$ cat src/rtl/noc_pkt_tx.sv
// noc_pkt_tx: NoC output packetizer emitting a header flit then buffered payload flits on AXI-Stream
module noc_pkt_tx #(
  parameter int XY_SZ   = 4,
  parameter int LEN_SZ  = 8,
  parameter int FIFO_AW = 3
) (
  input  logic                 clk_line,
  input  logic                 clk_line_rst_high,
  input  logic [2*XY_SZ-1:0]   HsrcId,
  input  logic                 cmd_valid,
  output logic                 cmd_ready,
  input  logic [XY_SZ-1:0]     cmd_dest_x,
  input  logic [XY_SZ-1:0]     cmd_dest_y,
  input  logic [LEN_SZ-1:0]    cmd_len,
  input  logic                 pld_valid,
  input  logic [31:0]          pld_data,
  output logic                 pld_ready,
  input  logic                 stream_out_TREADY,
  output logic                 stream_out_TVALID,
  output logic [31:0]          stream_out_TDATA,
  output logic [3:0]           stream_out_TKEEP,
  output logic                 stream_out_TLAST,
  output logic                 busy
);
  typedef enum logic [1:0] {IDLE, HDR, DATA} state_t;
  state_t                state_q, state_d;
  logic [XY_SZ-1:0]      dx_q, dy_q;
  logic [2*XY_SZ-1:0]    src_q;
  logic [LEN_SZ-1:0]     len_q, rem_q, rem_d;
  logic [31:0]           mem_q [2**FIFO_AW];
  logic [FIFO_AW-1:0]    wp_q, rp_q;
  logic [FIFO_AW:0]      cnt_q;
  logic [31:0]           hdr;
  logic                  empty, push, pop, cmd_fire;

  assign empty            = cnt_q == '0;
  assign pld_ready        = !cnt_q[FIFO_AW];
  assign push             = pld_valid && pld_ready;
  assign pop              = state_q == DATA && !empty && stream_out_TREADY;
  assign cmd_ready        = state_q == IDLE && !clk_line_rst_high;
  assign cmd_fire         = cmd_valid && cmd_ready;
  assign busy             = state_q != IDLE;
  assign stream_out_TKEEP = 4'hF;
  assign hdr              = {dx_q, dy_q, src_q, (32-4*XY_SZ)'(len_q)};

  // next state and flit outputs; the flit is a pure function of state so it holds while stalled
  always_comb begin
    state_d           = state_q;
    rem_d             = rem_q;
    stream_out_TVALID = 1'b0;
    stream_out_TDATA  = '0;
    stream_out_TLAST  = 1'b0;
    case (state_q)
      IDLE: begin
        state_d = cmd_fire ? HDR : IDLE;
        rem_d   = cmd_fire ? cmd_len : rem_q;
      end
      HDR: begin
        stream_out_TVALID = 1'b1;
        stream_out_TDATA  = hdr;
        stream_out_TLAST  = len_q == '0;
        state_d           = !stream_out_TREADY ? HDR : (len_q == '0 ? IDLE : DATA);
      end
      DATA: begin
        stream_out_TVALID = !empty;
        stream_out_TDATA  = mem_q[rp_q];
        stream_out_TLAST  = !empty && rem_q == LEN_SZ'(1);
        rem_d             = pop ? rem_q - LEN_SZ'(1) : rem_q;
        state_d           = pop && rem_q == LEN_SZ'(1) ? IDLE : DATA;
      end
      default: state_d = IDLE;
    endcase
  end

  // state, latched command fields and FIFO bookkeeping
  always_ff @(posedge clk_line) begin
    if (clk_line_rst_high) begin
      state_q <= IDLE;
      rem_q   <= '0;
      len_q   <= '0;
      dx_q    <= '0;
      dy_q    <= '0;
      src_q   <= '0;
      wp_q    <= '0;
      rp_q    <= '0;
      cnt_q   <= '0;
    end else begin
      state_q <= state_d;
      rem_q   <= rem_d;
      len_q   <= cmd_fire ? cmd_len : len_q;
      dx_q    <= cmd_fire ? cmd_dest_x : dx_q;
      dy_q    <= cmd_fire ? cmd_dest_y : dy_q;
      src_q   <= cmd_fire ? HsrcId : src_q;
      wp_q    <= wp_q + FIFO_AW'(push);
      rp_q    <= rp_q + FIFO_AW'(pop);
      cnt_q   <= cnt_q + (FIFO_AW+1)'(push) - (FIFO_AW+1)'(pop);
    end
  end

  // payload storage needs no reset; only pointers define its contents
  always_ff @(posedge clk_line) begin
    if (push) mem_q[wp_q] <= pld_data;
  end
endmodule

$ cat config.mk
export PLATFORM = sky130hd
export DESIGN_NAME = noc_pkt_tx
export DESIGN_NICKNAME = d
export VERILOG_FILES = /design/src/rtl/noc_pkt_tx.sv
export SDC_FILE = /design/constraint.sdc
export NUM_CORES = 1
export LEC_CHECK = 0
export ABC_AREA = 0
export BUFFER_PORTS_ARGS = -buffer_cell sky130_fd_sc_hd__buf_2
export CAP_MARGIN = 20
export CORE_MARGIN = 10
export CORE_UTILIZATION = 59
export DETAILED_ROUTE_END_ITERATION = 10
export PLACE_DENSITY = 0.79
export SLEW_MARGIN = 20
export SYNTH_ARGS = -nofsm -noshare
export SYNTH_HDL_FRONTEND = slang
export SYNTH_SLANG_ARGS = --single-unit
$ cat constraint.sdc
create_clock -name clk_line -period 4.44 [get_ports clk_line]
set_clock_uncertainty 0.1 [all_clocks]
set_input_delay 0.888 -clock clk_line [delete_from_list [all_inputs] [get_ports clk_line]]
set_output_delay 0.888 -clock clk_line [all_outputs]
set_load 0.02 [all_outputs]
==> summary.txt, run 1 <==
Worst setup path
  – Required time of the critical path: 3450 ps
  – Worst r2r path cells: 9
  – Worst R2R Start: state_q[0]
  – Crit-path slowest cell: dfxtp_4
  – Crit-path cells: buf_12, mux4_2, mux2i_1, o21ai_0, buf_2
  – Worst path top cell family by delay: flip-flops
  – R2R Setup Slk: ~1600 ps
  – WS Path Type: reg2out
  – Arr. time, crit path: 2680 ps
  – Crit-path max FO: 33
  – Startpoint Class: flip-flop
  – Largest stage delay, worst path: 780 ps
  – Setup crit end kind: output port
  – FF-to-FF End: cnt_q[3]
  – Bufs and invs on worst path: 2

Route
  – M1 wire length: 10800 um
  – Mean routed wirelength per cell: 23.4 um
  – Drc violations: 0
  – Met3 WL: 1470 um
  – WL met2: 13000 um
  – Post-route ant nets: 0
  – DR vias: roughly 6500
  – Total wire length: 25800 um
  – Pre-Repair DR Iteration Count: 5
  – 1st-iter DRT viols: around 660
  – DR top layer: met5
  – Via density: 5.91

Run status
  – Status: finished clean

Place
  – Dpl cells: ~1000
  – Pre-CTS WS: about 1300 ps
  – Placer's final routability congestion estimate: 0.824
  – Post-DP HPWL: between 15000 and 20000 um
  – Placed Area: 12900 um2
  – Port bufs: 97

Floorplanning
  – Core ar.: 20200 um2
  – Die W: about 160 um
  – Die Height: roughly 160 um
  – Boundary pin count: 102
  – Initial Util: 59.7%
  – Standard-cell rows: 52
  – Die area: 26500 um2

STA
  – Final hold slack: 384 ps
  – Post-route clock period utilization: between 80 and 90%
  – Final worst path period need: between 3000 and 4000 ps
  – Fmax: 273 MHz
  – Setup violations, final: 0
  – Slew Limit Fails: 0
  – Slew headroom: 32.7%
  – Final Hold Vio Count: 0
  – Post-route setup slack: slightly below 800 ps
  – Setup TNS: 0 ps
  – RSZ-0062 raised after global routing: no
  – Worst slew pin tran: 1010 ps

GRT
  – Pin count of the biggest net entering global routing: 46
  – Total GRT Usage: 19.5%
  – Initial antenna violation count: 5
  – Overflow after GRT: 0
  – First-pass GRT wire length: 39900 um
  – Number of global-route vias before repair: 6862

Hold path
  – Startpoint of the worst hold path: dx_q[0]
  – Worst hold stages: 2
  – Worst Hold End: dx_q[0]
  – Hold/Removal Path Class: reg2reg

Synthesis
  – Ys Warns: 0
  – Post-synth top area cell: edfxtp_1
  – Post-synthesis async set-or-reset flop share: 0%
  – Top FF cell, synth: edfxtp_1
  – Sequential area share after synthesis: between 70% and 80%
  – Post-synth EDFFs: 256
  – Dominant cells by area after synthesis: edfxtp_1, mux4_2, dfxtp_1
  – FF+latch count, synth: 300
  – Syn Area/Cell: between 15 and 20 um2
  – Top cell type's share of synthesized area: 63.9%
  – Post-Synthesis Cells: 700
  – Cell Area, Synth: 12000 um2
  – Synth cell types: 51

Clock tree
  – CTS tree: built
  – CTS resizes: 0
  – CTS buffer count: 29
  – CTS root buf: clkbuf_16
  – Clock transition at the registers of the reported paths: 60 ps
  – CTS Sinks: 300
  – H-tree Lvls: 1
  – Post-CTS setup buffer count: 0
  – CTS max path bufs: 3
  – Clk Latency, worst-skew pair: 550 ps
  – Hold-fix buffers, CTS: 0

Power
  – VDD IR max: 359 uV
  – Sw Share: 24.1%
  – Total power: around 6.6 mW
  – Lkg Pwr: 4.60 nW
  – Logic pwr share: 12.3%
  – Int Pwr: 5.04 mW
  – Seq pwr share: 50.5%
  – Sw power: 1.60 mW
  – Clk pwr share: 37.2%
  – PwrDens: 477 nW/um2

Finish
  – Filler Cells Inserted: 1285
  – P&R area growth vs syn: 15.6%
  – Most common cell after layout, fill and taps aside: edfxtp_1
  – Layout cell share with drive strength beyond 1: 28.9%
  – Nets@finish: 882
  – Final Util: 69.0%
  – Final Instance Area: 13900 um2
  – Most frequent cells in the layout: edfxtp_1, buf_2, mux4_2
  – Final Non-Filler Cells: 1102

Run
  – Max-Cap Viols: 0
power groups by stage:
stage | logic [mW] | clock network, mW | registers, mW
3_5_place_dp | 0.815 | 0 | 3.41
4_1_cts | 0.823 | 2.50 | 3.35
3_3_place_gp | 0.781 | 0 | 3.39
2_1_floorplan | 0.576 | 0 | 3.37
6_report | 0.819 | 2.47 | 3.35
5_1_grt | 0.898 | 2.62 | 3.37
cell families (layout without fill, tap and decap cells):
family	count (synthesis)	after routing	synth area share [%]
simple gates	147	147	6.16
other cells	1	8	0.0312
buf+inv	54	179	2.16
mux	97	97	14.7
fa+ha+maj	14	14	1.52
compound gates	82	82	3.83
flops	300	300	71.2
xor+xnor	5	5	0.364
cell usage after synthesis (all sizes together), types with 2 or more instances:
master    n
edfxtp  256
mux4     64
nand2    60
o21ai    57
dfxtp    44
mux2i    32
nand2b   29
clkbuf   21
buf      20
nor2     20
ha       13
inv      13
nor2b    11
a21oi     9
nor3      4
a21boi    3
and2      3
and3      3
nand3     3
nand3b    3
xnor2     3
nor4      2
nor4b     2
o211ai    2
or2       2
xor2      2
area by class of cell:
type                    count  area (um2)  share of cell area [%]
diodes                      4        10.0                  0.0720
well taps                 270         338                    2.43
multi-input cells         349        3270                    23.5
clock inverters            20         228                    1.64
inverters                  13        48.8                   0.351
flip-flops and latches    300        8570                    61.7
repair buffers            114         701                    5.04
clock buffers              32         737                    5.30
tightest hold or removal path, cell delays in order, from the launching register on:
cell	delay, ps
dfxtp_1	310
nand2b_1	60
o21ai_0	60
routing by layer:
layer  vias up  track usage (%)
met4         2             5.82
met1      3333             25.3
met3        44             3.82
li1       2923                -
met2       211             32.8
met5         -                0
how the worst max path moves through the flow:
stage	start	to	slack [ps]	cells after the start
after floorplan	pld_valid	mem_q[0][0]	400	3
after global placement	rp_q[0]	stream_out_TDATA[16]	1320	5
after detailed placement	rp_q[0]	stream_out_TDATA[16]	1290	5
after CTS	rp_q[0]	stream_out_TDATA[16]	700	5
after global routing	rp_q[0]	stream_out_TDATA[22]	550	5
final	rp_q[0]	stream_out_TDATA[16]	770	5
flip-flops by register name, summed over array words and instances, names as in the netlist:
register and count:
mem_q 256, len_q 8, rem_q 8, src_q 8
cnt_q 4, dx_q 4, dy_q 4, rp_q 3
wp_q 3, state_q 2
(Power assumes the default switching activity.)
==> run 2: changes to the inputs <==
--- a/config.mk
+++ b/config.mk
@@ -5,13 +5,13 @@
 export SDC_FILE = /design/constraint.sdc
 export NUM_CORES = 1
 export LEC_CHECK = 0
-export ABC_AREA = 0
+export ABC_AREA = 1
 export BUFFER_PORTS_ARGS = -buffer_cell sky130_fd_sc_hd__buf_2
 export CAP_MARGIN = 20
 export CORE_MARGIN = 10
-export CORE_UTILIZATION = 59
+export CORE_UTILIZATION = 54
 export DETAILED_ROUTE_END_ITERATION = 10
-export PLACE_DENSITY = 0.79
+export PLACE_DENSITY = 0.76
 export SLEW_MARGIN = 20
 export SYNTH_ARGS = -nofsm -noshare
 export SYNTH_HDL_FRONTEND = slang
==> constraint.sdc (replaced) <==
create_clock -name clk_line -period 3.35 [get_ports clk_line]
set_clock_uncertainty 0.1 [all_clocks]
set_input_delay 0.67 -clock clk_line [delete_from_list [all_inputs] [get_ports clk_line]]
set_output_delay 0.67 -clock clk_line [all_outputs]
set_load 0.02 [all_outputs]
==> summary.txt, run 2 <==
STA
  – Fmax: 312 MHz
  – Slew Limit Fails: 0
  – Setup TNS: 0 ps
  – Worst slew pin tran: 706 ps
  – Post-route clock period utilization: 95.8%
  – RSZ-0062 raised after global routing: no
  – Slew headroom: 53.0%
  – Final worst path period need: 3210 ps
  – Final Hold Vio Count: 0
  – Setup violations, final: 0

Worst setup path
  – Largest stage delay, worst path: between 400 and 500 ps
  – WS Path Type: reg2out
  – Required time of the critical path: 2580 ps
  – Crit-path slowest cell: dfxtp_4
  – Worst r2r path cells: 11
  – Worst R2R Start: state_q[0]
  – FF-to-FF End: cnt_q[2]
  – Startpoint Class: flip-flop
  – Arr. time, crit path: 2440 ps
  – Crit-path max FO: 27
  – Setup crit end kind: output port
  – R2R Setup Slk: 850 ps
  – Cell mode on critical path: nand2_1
  – Crit-path cells: inv_4, buf_4, nand2_1, nand2_1, nand2_1, nand3_1, nand3_1, a21oi_1, buf_2

Synthesis
  – Dominant cells by area after synthesis: edfxtp_1, dfxtp_1, nor2_1
  – Top post-synthesis cells by count: edfxtp_1, nor2_1, nand2_1
  – Cell Area, Synth: 12600 um2
  – Post-synthesis async set-or-reset flop share: 0%
  – Synth cell types: 32
  – Syn Area/Cell: 10.8 um2
  – Top FF cell, synth: edfxtp_1
  – Post-Synthesis Cells: about 1200
  – Post-Synth Simple-Gate Area: 16.4%
  – Sequential area share after synthesis: 68.1%
  – Cell with the most instances after synthesis: edfxtp_1
  – XOR/XNOR Fraction of Synth Area: less than 1%
  – Ys Warns: 0
  – FF+latch count, synth: 300
  – Largest family of logic cells by synthesized area: simple AND/OR/NAND/NOR gates
  – Compound-gate portion of the synthesized area: between 8 and 9%
  – Proportion of synthesized area in mux cells: 0%
  – Top cell type's share of synthesized area: 61.1%
  – Post-synth EDFFs: 256
  – Post-synth top area cell: edfxtp_1
  – Post-Synth Adder-Cell Area: 1.45%

Route
  – Total wire length: 31600 um
  – Mean routed wirelength per cell: 19.8 um
  – Via density: 5.64
  – Post-route ant nets: 0
  – DR vias: 8988
  – Drc violations: 0
  – Pre-Repair DR Iteration Count: 7
  – 1st-iter DRT viols: 1257

Clock tree
  – H-tree Lvls: 1
  – Clk Latency, worst-skew pair: 560 ps
  – Hold-fix buffers, CTS: 0
  – CTS resizes: 0
  – CTS max path bufs: 3
  – Clock transition at the registers of the reported paths: 70 ps
  – CTS tree: built
  – CTS buffer count: 30
  – CTS root buf: clkbuf_16
  – Post-CTS setup buffer count: 0
  – CTS Sinks: 300

Finish
  – Nets@finish: about 1300
  – Final Non-Filler Cells: 1595
  – P&R area growth vs syn: 15.1%
  – Most frequent cells in the layout: edfxtp_1, nor2_1, nand2_1
  – Largest register by flop count: mem_q
  – Layout cell share with drive strength beyond 1: between 10% and 20%
  – Final Util: between 60% and 70%
  – Largest register FFs: between 200 and 300
  – Most common cell after layout, fill and taps aside: edfxtp_1

Hold path
  – Hold/Removal Path Class: in2reg
  – Worst Hold End: src_q[2]
  – Worst hold stages: 3
  – Startpoint of the worst hold path: HsrcId[2]

Floorplanning
  – Initial Util: 55.2%
  – Standard-cell rows: 55
  – Die area: 29800 um2
  – Die Height: ~170 um
  – Boundary pin count: between 100 and 150
  – Core ar.: between 20000 and 25000 um2
  – Die W: 173 um

GRT
  – Initial antenna violation count: 6
  – First-pass GRT wire length: 47800 um
  – Total GRT Usage: between 10% and 20%
  – Pin count of the biggest net entering global routing: 76
  – Number of global-route vias before repair: between 8000 and 9000
  – Overflow after GRT: 0

Power
  – Total power: 8.62 mW
  – Lkg Pwr: 5.34 nW
  – VDD IR max: roughly 390 uV
  – PwrDens: 595 nW/um2

Place
  – Placer's final routability congestion estimate: 0.883
  – Dpl cells: 1539
  – Port bufs: 97
  – Post-DP HPWL: 19200 um

Run status
  – Status: finished clean

Run
  – Max-Cap Viols: 0
## run 2: cell count changes after synthesis, moves of 28 or more
cell,change
nor2_1,+189
nand3_1,+100
a21oi_1,+28
mux4_2,-64
inv_1,+57
o21ai_0,+34
nand2b_1,-29
nand2_1,+131
mux2i_1,-32
## run 2: critical path, delay by kind of cell, from the launching register on
family          cells  cell delay [ps]
flops               1              440
simple gates        5              440
buf+inv             3              780
compound gates      1              190
## run 2: kinds of logic (layout without fill, tap and decap cells)
kind of cell | after synthesis | count (layout)
flops | 300 | 300
xor+xnor | 3 | 3
compound gates | 192 | 192
other cells | 1 | 7
simple gates | 510 | 510
buf+inv | 147 | 256
fa+ha+maj | 14 | 14
## run 2: power by group
group / leakage (nW) / switching (mW) / internal (mW)
Sequential: 2.68 / 0.0711 / 4.28
Combinational: 2.14 / 0.499 / 0.210
Clock: 0.516 / 1.36 / 2.21
Total: 5.34 / 1.93 / 6.70
## run 2: layout make-up
type | count | area (um2)
inverters | 76 | 288
repair buffers | 127 | 773
clock buffers | 34 | 787
fillers | 1649 | 8290
flip-flops and latches | 300 | 8570
well taps | 313 | 392
diodes | 3 | 7.51
clock inverters | 19 | 265
multi-input cells | 723 | 3400
## run 2: stage by stage
stage	hold WS [ps]	worst slack, ps	cell area (um2)
2_1_floorplan	344	435	12600
3_3_place_gp	352	774	13400
3_5_place_dp	358	771	13400
4_1_cts	201	157	14500
5_1_grt	216	12.4	14500
6_report	208	142	14500
## run 2: per-layer routing
| metal | up-vias | track usage, % | routed length (um) |
|---|---|---|---|
| met2 | 492 | 30.0 | 14300 |
| li1 | 4193 | - | - |
| met5 | - | 0 | 35 |
| met1 | 4238 | 28.9 | 13200 |
| met3 | 59 | 4.01 | 3420 |
| met4 | 6 | 5.71 | 638 |
## run 2: worst max path at each step
stage                   start              endpoint  slack (ps)  cells past startpoint
floorplan           pld_valid           mem_q[0][0]         430                      3
global placement      rp_q[0]  stream_out_TDATA[29]         770                      9
detailed placement    rp_q[0]  stream_out_TDATA[27]         770                      9
CTS                   rp_q[0]  stream_out_TDATA[12]         160                      7
global route          rp_q[0]  stream_out_TDATA[27]          10                      9
finish                rp_q[0]  stream_out_TDATA[27]         140                      9
==> run 3: changes to the inputs <==
==> config.mk (replaced) <==
export PLATFORM = sky130hd
export DESIGN_NAME = noc_pkt_tx
export DESIGN_NICKNAME = d
export VERILOG_FILES = /design/src/rtl/noc_pkt_tx.sv
export SDC_FILE = /design/constraint.sdc
export NUM_CORES = 1
export LEC_CHECK = 0
export ABC_AREA = 0
export BUFFER_PORTS_ARGS = -buffer_cell sky130_fd_sc_hd__buf_2
export CAP_MARGIN = 20
export CORE_MARGIN = 10
export CORE_UTILIZATION = 35
export DETAILED_ROUTE_END_ITERATION = 10
export SYNTH_ARGS = -nofsm -noshare
export SYNTH_HDL_FRONTEND = slang
export SYNTH_SLANG_ARGS = --single-unit
==> summary.txt, run 3 (same netlist as run 1, synthesis figures left out) <==
Run status
  – Status: finished clean

Route
  – DR vias: 6349
  – Post-route ant nets: 0
  – Drc violations: 0
  – 1st-iter DRT viols: 484
  – Total wire length: 27100 um
  – Pre-Repair DR Iteration Count: 4
  – Via density: 4.91
  – Mean routed wirelength per cell: approximately 21 um

Finish
  – Final Instance Area: 14300 um2
  – Nets@finish: ~900
  – Final Util: approximately 42%
  – Final Non-Filler Cells: 1292
  – ANT cells: 0
  – Most common cell after layout, fill and taps aside: edfxtp_1
  – Filler Cells Inserted: 3001
  – Largest register by flop count: mem_q
  – Layout cell share with drive strength beyond 1: 30.2%
  – Most frequent cells in the layout: edfxtp_1, buf_2, mux4_2
  – Largest register FFs: 256
  – P&R area growth vs syn: 18.9%

Floorplanning
  – Standard-cell rows: between 60 and 70
  – Boundary pin count: 102
  – Die W: 205 um
  – Die area: between 40000 and 50000 um2
  – Core ar.: around 34000 um2
  – Initial Util: a little over a third
  – Die Height: 205 um

Worst setup path
  – Required time of the critical path: 2580 ps
  – Crit-path max FO: 20
  – Crit path launch: rp_q[0]
  – CP Capture Point: stream_out_TDATA[29]
  – Setup crit end kind: output port
  – Startpoint Class: flip-flop
  – WS Path Type: reg2out
  – Arr. time, crit path: roughly 2500 ps
  – R2R Setup Slk: 890 ps
  – Worst R2R Start: state_q[0]
  – FF-to-FF End: cnt_q[2]
  – Worst r2r path cells: 11

GRT
  – Overflow after GRT: 0
  – Total GRT Usage: 12.9%
  – Pin count of the biggest net entering global routing: 45
  – Number of global-route vias before repair: 6628
  – Initial antenna violation count: 5
  – First-pass GRT wire length: around 42000 um

STA
  – Final worst path period need: 3220 ps
  – Setup violations, final: 0
  – Slew Limit Fails: 0
  – Worst slew pin tran: approximately 560 ps
  – Final hold slack: 209 ps
  – Post-route clock period utilization: 96.1%
  – Post-route setup slack: 131 ps
  – RSZ-0062 raised after global routing: no
  – Fmax: approximately 310 MHz
  – Slew headroom: 62.7%
  – Final Hold Vio Count: 0
  – Setup TNS: 0 ps

Place
  – Dpl cells: around 1200
  – Port bufs: 97
  – Placed Area: about 13000 um2
  – Placer's final routability congestion estimate: 0.772
  – Pre-CTS WS: 653 ps
  – Post-DP HPWL: 17800 um

Run
  – Max-Cap Viols: 0

Clock tree
  – Clock transition at the registers of the reported paths: around 60 ps
  – Clk Latency, worst-skew pair: 560 ps
  – CTS Sinks: 300
  – CTS max path bufs: 3
  – H-tree Lvls: 1
  – CTS root buf: clkbuf_16
  – CTS tree: built
  – CTS buffer count: 31

Power
  – Total power: 9.10 mW
  – Lkg Pwr: 4.72 nW
  – VDD IR max: 437 uV
  – PwrDens: 636 nW/um2

Hold path
  – Hold/Removal Path Class: in2reg
run 3: cell types whose count changed in the layout (fill, tap and decap cells not counted), moves of 22 or more:
cell / delta
o21ai_0: -34
inv_1: -57
mux2i_1: +32
nand2b_1: +29
mux4_2: +64
nand3_1: -100
o211ai_1: -22
nand2_1: -132
nor2_1: -187
a21oi_1: -28
run 3: timing repair:
action                                  4_1_cts  5_1_grt
hold buffers                                  0        0
gates resized for setup                       0        2
endpoints found under the setup margin        0        6
setup buffers                                 0        0
run 3: layer usage:
| metal | GRT usage, % | vias up | share of wire, % |
|---|---|---|---|
| met1 | 17.3 | 3194 | 43 |
| met5 | 0 | - | 0.23 |
| li1 | - | 2945 | - |
| met4 | 2.81 | 10 | 1.5 |
| met3 | 3.60 | 43 | 8.0 |
| met2 | 20.6 | 157 | 47 |
run 3: power by group:
part	switching (mW)	leakage (nW)	internal (mW)
clock network	1.36	0.509	2.22
logic	0.630	1.52	0.474
registers	0.110	2.68	4.31
run 3: final cells by class:
type | instances | area (um2) | share of cell area [%]
Sequential cell | 300 | 8570 | 59.9
Multi-Input combinational cell | 349 | 3290 | 23.0
Clock buffer | 38 | 802 | 5.61
Timing Repair Buffer | 127 | 777 | 5.43
Tap cell | 448 | 561 | 3.92
Clock inverter | 17 | 259 | 1.81
Inverter | 13 | 48.8 | 0.341
run 3: critical path: stages (launching register included):
cell and delay [ps]:
dfxtp_4 530, buf_12 240, mux4_2 520, mux2i_1 290, o21ai_0 150, buf_2 180
run 3: how the worst min path moves through the flow:
stage / cells after the start / startpoint / end
after CTS: 3 / HsrcId[2] / src_q[2]
after global routing: 3 / cmd_dest_x[1] / dx_q[1]
after global placement: 2 / src_q[4] / src_q[4]
after detailed placement: 2 / src_q[6] / src_q[6]
after floorplan: 2 / dx_q[3] / dx_q[3]
final: 3 / HsrcId[2] / src_q[2]
